## src/rtl/minesweeper_pkg.sv

```systemverilog
// Shared minesweeper definitions: board geometry, bomb-count codes from the
// switch encoder, generator state encoding and the code decoder.
package minesweeper_pkg;

  localparam int N_CELLS = 64;
  localparam int IDX_W   = 6;
  localparam int CNT_W   = 7;

  localparam logic [IDX_W-1:0] CODE_2  = 6'b000010;
  localparam logic [IDX_W-1:0] CODE_4  = 6'b000100;
  localparam logic [IDX_W-1:0] CODE_8  = 6'b001000;
  localparam logic [IDX_W-1:0] CODE_16 = 6'b010000;
  localparam logic [IDX_W-1:0] CODE_32 = 6'b100000;
  localparam logic [IDX_W-1:0] CODE_63 = 6'b111111;

  typedef enum logic [1:0] {
    ST_IDLE,
    ST_CLEAR,
    ST_PLACE,
    ST_DONE
  } gen_state_t;

  typedef struct packed {
    logic             valid;
    logic [CNT_W-1:0] target;
  } decode_t;

  // Anything outside the six one-hot/all-ones codes is rejected, including zero.
  function automatic decode_t decode_code(input logic [IDX_W-1:0] code);
    decode_t d;
    d.valid  = 1'b1;
    d.target = '0;
    case (code)
      CODE_2:  d.target = 7'd2;
      CODE_4:  d.target = 7'd4;
      CODE_8:  d.target = 7'd8;
      CODE_16: d.target = 7'd16;
      CODE_32: d.target = 7'd32;
      CODE_63: d.target = 7'd63;
      default: d.valid  = 1'b0;
    endcase
    return d;
  endfunction

endpackage

```

## src/rtl/lfsr_16.sv

```systemverilog
// Free-running 16-bit Galois LFSR, x^16+x^14+x^13+x^11+1 (mask 16'hB400).
module lfsr_16 #(
  parameter logic [15:0] SEED = 16'hACE1
) (
  input  logic        clk,
  input  logic        rst,
  output logic [15:0] value
);

  localparam logic [15:0] MASK = 16'hB400;

  logic [15:0] value_q;
  logic [15:0] value_d;

  always_comb begin
    value_d = value_q >> 1;
    if (value_q[0]) value_d = value_d ^ MASK;
  end

  // NOTE: sequential state uses non-blocking assignments so every flop samples
  // pre-edge values regardless of process evaluation order.
  always_ff @(posedge clk or posedge rst) begin
    if (rst) value_q <= SEED;
    else     value_q <= value_d;
  end

  assign value = value_q;

endmodule

```

## src/rtl/bomb_field_generator.sv

```systemverilog
// Places a decoded number of bombs on the 8x8 board by LFSR-seeded linear
// probing, never on the safe cell, behind a start/busy/done handshake.
module bomb_field_generator
  import minesweeper_pkg::*;
#(
  parameter logic [15:0] SEED = 16'hACE1
) (
  input  logic               clk,
  input  logic               rst,
  input  logic               start,
  input  logic [IDX_W-1:0]   bomb_code,
  input  logic [IDX_W-1:0]   safe_cell,
  output logic               busy,
  output logic               done,
  output logic               code_err,
  output logic [N_CELLS-1:0] bomb_map,
  output logic [CNT_W-1:0]   bomb_count
);

  gen_state_t         state_q, state_d;
  logic [N_CELLS-1:0] map_q, map_d;
  logic [CNT_W-1:0]   count_q, count_d;
  logic [CNT_W-1:0]   target_q, target_d;
  logic [IDX_W-1:0]   safe_q, safe_d;
  logic [IDX_W-1:0]   probe_q, probe_d;
  logic               err_q, err_d;

  logic [15:0] lfsr_value;
  logic        unused_lfsr_hi;
  decode_t     dec;

  lfsr_16 #(.SEED(SEED)) u_lfsr (
    .clk   (clk),
    .rst   (rst),
    .value (lfsr_value)
  );

  assign unused_lfsr_hi = ^lfsr_value[15:IDX_W];
  assign dec            = decode_code(bomb_code);

  // NOTE: every next-state signal is defaulted to its current value first, so
  // no path through the case leaves one unassigned and no latch is inferred.
  always_comb begin
    state_d  = state_q;
    map_d    = map_q;
    count_d  = count_q;
    target_d = target_q;
    safe_d   = safe_q;
    probe_d  = probe_q;
    err_d    = err_q;

    case (state_q)
      ST_IDLE: begin
        if (start) begin
          if (dec.valid) begin
            target_d = dec.target;
            safe_d   = safe_cell;
            err_d    = 1'b0;
            state_d  = ST_CLEAR;
          end else begin
            err_d   = 1'b1;
            map_d   = '0;
            count_d = '0;
            state_d = ST_DONE;
          end
        end
      end
      ST_CLEAR: begin
        map_d   = '0;
        count_d = '0;
        probe_d = lfsr_value[IDX_W-1:0];
        state_d = ST_PLACE;
      end
      ST_PLACE: begin
        // Occupied or safe cell: step to the neighbour; a free cell always
        // exists because the target never exceeds N_CELLS-1.
        if (!map_q[probe_q] && (probe_q != safe_q)) begin
          map_d[probe_q] = 1'b1;
          count_d        = count_q + 7'd1;
          probe_d        = lfsr_value[IDX_W-1:0];
          if (count_d == target_q) state_d = ST_DONE;
        end else begin
          probe_d = probe_q + 6'd1;
        end
      end
      ST_DONE: state_d = ST_IDLE;
      default: state_d = ST_IDLE;
    endcase
  end

  always_ff @(posedge clk or posedge rst) begin
    if (rst) begin
      state_q  <= ST_IDLE;
      map_q    <= '0;
      count_q  <= '0;
      target_q <= '0;
      safe_q   <= '0;
      probe_q  <= '0;
      err_q    <= 1'b0;
    end else begin
      state_q  <= state_d;
      map_q    <= map_d;
      count_q  <= count_d;
      target_q <= target_d;
      safe_q   <= safe_d;
      probe_q  <= probe_d;
      err_q    <= err_d;
    end
  end

  assign busy       = (state_q == ST_CLEAR) || (state_q == ST_PLACE);
  assign done       = (state_q == ST_DONE);
  assign code_err   = err_q;
  assign bomb_map   = map_q;
  assign bomb_count = count_q;

endmodule
```

## config.mk

```make
export PLATFORM = sky130hd
export DESIGN_NAME = bomb_field_generator
export DESIGN_NICKNAME = d
export VERILOG_FILES = /design/src/rtl/minesweeper_pkg.sv /design/src/rtl/lfsr_16.sv /design/src/rtl/bomb_field_generator.sv
export SDC_FILE = /design/constraint.sdc
export NUM_CORES = 1
export LEC_CHECK = 0
export ABC_AREA = 1
export CORE_ASPECT_RATIO = 1.25
export CORE_MARGIN = 5
export CORE_UTILIZATION = 25
export CTS_BUF_LIST = sky130_fd_sc_hd__clkbuf_8
export CTS_CLUSTER_DIAMETER = 100
export DETAILED_ROUTE_END_ITERATION = 7
export MAX_ROUTING_LAYER = met4
export PLACE_DENSITY = 0.4
export SLEW_MARGIN = 10
export SYNTH_ARGS = -nofsm -noshare
export SYNTH_HDL_FRONTEND = slang
export SYNTH_SLANG_ARGS = --single-unit
```

## constraint.sdc

```tcl
create_clock -name clk -period 9.42 [get_ports clk]
set_input_delay 1.884 -clock clk [delete_from_list [all_inputs] [get_ports clk]]
set_output_delay 1.884 -clock clk [all_outputs]
set_load 0.01 [all_outputs]
```

==> out/metrics.cfg <==
[clocking]
cts.hold.buffers_added=0
cts.sinks=108
cts_tree=built
ctsHtreeMaxLevel=3
clk_latency_ns=0.40
clk_pin_slew_ns=0.11
root_buffer=clkbuf_8
post-cts-setup-buffers=0
numCtsBuffers=9
post_cts_resized=0
cts_buffer_depth=2

[worst_setup_path]
setup.worst_path.start_class=input port
critical_path_class=in -> reg
r2r_setup_slack_ns=5.64
slowest_stage=buf_4
path_cells=clkdlybuf4s50_1, nor2_1, nand4_1, nand2_1, nor2_1, nand2_1, o21ai_4, buf_4, nand3_2, buf_4, nand2_1, nand2_1
endpoint_kind=flop
crit_fanout=73
cp_data_arrival_time_ns=4.53
slowest_delay_ns=0.62
cpLargestDelayFamily=buffers and inverters
crit_buf_inv=3
crit_required_ns=9.71
cp_common_cell=nand2_1

[grt]
grt.total_usage_pct=15.0
grt-ovfl-total=0
grt_max_degree=82
grt_pass1_wl_um=33700
grt_pass1_vias=5901
antenna_found_initial=0

[floorplan]
dieArea_um2=28500
die_width_um=152
placementRows=65
die_y_um=187
ios=89
core_area_um2=25000
start_util_pct=25.1

[placement]
place_inst=1270
hpwl_um=13400
gp_congestion=0.739
io_buffers=88

[cells_and_area]
area_growth_pct=20.7
drive_gt1_share_pct=4.84
antenna_cells=0
nNetsFinal=966
fill_cells=2883
instances_no_fill=1286

[yosys]
synth_compound_area_share_pct=7.30
yosysMostFrequentCell=nand2_1
syn-instance-count=892
synth.top_cell.area_share_pct=39.8
synthXorXnorAreaFrac_pct=2.88
synthAdderAreaFrac_pct=0.994
synth_edf_count=0
ys_seq_elements=108
synth.largest_area_cell=dfrtp_1
ys_top_cells_by_area=dfrtp_1, nand2_1, nand4_1
synth_cell_types=28
ys.flop_type=dfrtp_1
synth_top_family_by_area=simple AND/OR/NAND/NOR gates
ys_seq_area_share_pct=43.1
synth_nets=912
syn_area_um2=6290
ys_warn_count=0
synthArstFlopShare_pct=100
avgSynthCellArea_um2=7.06
synth_simple_gate_area_share_pct=37.3
synth_common_cells=nand2_1, dfrtp_1, nand4_1
synth.mux.area_fraction_pct=0

[sta]
fmax_ghz=0.235
drv_slew=0
hold-worst-slack_ns=0.345
min_period_over_period_pct=45.1
setup_tns_ns=0
finalSetupViolCount=0
tightest_slew_ns=1.12
slew_headroom_pct=24.8
rsz0062_at_grt=false
min_period_ns=4.25
hold_viol_final=0
finClkSkew_ns=0.0187

[detailed_routing]
drc=0
drtAntennaViolNets=0
wire_per_inst_um=16.2
wirelength_um=20900
vias_per_cell=4.56
drt-pass1-iter-count=4
vias=5863
drt_iter0_drc=312

[min_path]
hold_class=reg -> reg

[power_and_ir_drop]
p_total_mw=1.75
leakage_nw=3.63
ir_drop_mv=0.175
p_per_area_nw_per_um2=230

[run]
cap_violations=0

[status]
status=finished clean

[kinds of logic (layout without fill, tap and decap cells)]
family / count (synthesis) / in the layout
AND/OR/NAND/NOR: 547 / 547
adder cells (fa/ha/maj): 5 / 5
flip-flops: 108 / 108
XOR/XNOR: 19 / 19
AO/OA/AOI/OAI: 89 / 89
buffers and inverters: 124 / 183
[metal layers]
metal	GRT usage (%)	vias to the layer above	wire length (um)
li1	-	2990	-
met1	19.1	2752	9590
met2	25.1	110	10300
met3	2.18	11	752
met4	3.84	0	234
met5	-	-	0
[cell usage in the layout, fill, tap and decap left out]
master and n:
a21oi_1 70, a22oi_1 1, a31oi_1 1, buf_4 8, bufinv_16 1, clkbuf_8 10
clkdlybuf4s50_1 88, clkinv_2 1, clkinvlp_4 2, dfrtp_1 100, dfstp_2 8, ha_1 5
inv_1 68, inv_2 4, inv_4 1, nand2_1 353, nand2_2 1, nand2_4 1
nand3_1 37, nand3_2 1, nand4_1 76, nor2_1 70, nor3_1 1, nor3_2 6
o211ai_1 3, o21ai_0 8, o21ai_1 4, o21ai_4 1, o31ai_1 1, or2_2 1
xnor2_1 3, xor2_1 15, xor3_1 1
[power by group]
group          switching (mW)  internal [mW]
clock network           0.170          0.128
logic                   0.668          0.197
registers              0.0692          0.516
[metrics by stage]
step                util, %  setup slack, ns  instance area (um^2)
global placement       29.6             4.80                  7400
detailed placement     29.6             4.77                  7400
global route           30.3             4.90                  7600
CTS                    30.3             5.22                  7600
finish                 30.3             5.17                  7600
floorplan                 -             4.70                  6290
[worst register-to-register path: stages, from the launching register on]
cell and delay (ns):
dfrtp_1 0.67, inv_1 0.25, nor2_1 0.51, nand3_1 0.13, nand2_1 0.10, o21ai_1 0.09, nand3_1 0.13, nor2_1 0.06
nand2_2 0.16, nand2_4 0.48, nand3_2 0.24, buf_4 0.59, nand2_1 0.21, nand2_1 0.09
[path summary, 6_finish.rpt]
| check | startpoint | endpoint | depth (start not counted) |
|---|---|---|---|
| worst max-delay path | bomb_code[2] | bomb_map[62] | 12 |
| worst min-delay path | u_lfsr.value[12] | u_lfsr.value[11] | 0 |
| worst max register to register | probe_q[2] | bomb_map[62] | 13 |
| worst min register to register | u_lfsr.value[12] | u_lfsr.value[11] | 0 |
| max in group asynchronous | rst | bomb_map[60] | 3 |
| min in group asynchronous | rst | bomb_map[45] | 2 |
[final cells by class]
| class | instances | area [um^2] | area share, % |
|---|---|---|---|
| multi-input combinational | 660 | 3060 | 40.3 |
| clock inverter | 6 | 57.6 | 0.757 |
| inverter | 71 | 269 | 3.54 |
| clock buffer | 10 | 138 | 1.81 |
| tap | 335 | 419 | 5.52 |
| timing repair buffer | 96 | 941 | 12.4 |
| sequential | 108 | 2710 | 35.7 |
[sequential cells by signal (all words and copies together) (netlist names)]
name and cells:
probe_q 6, bomb_map 64, code_err 1, safe_q 6
target_q 6, bomb_count 7, state_q 2, u_lfsr.value 16
Power figures use the tool's default switching activity.
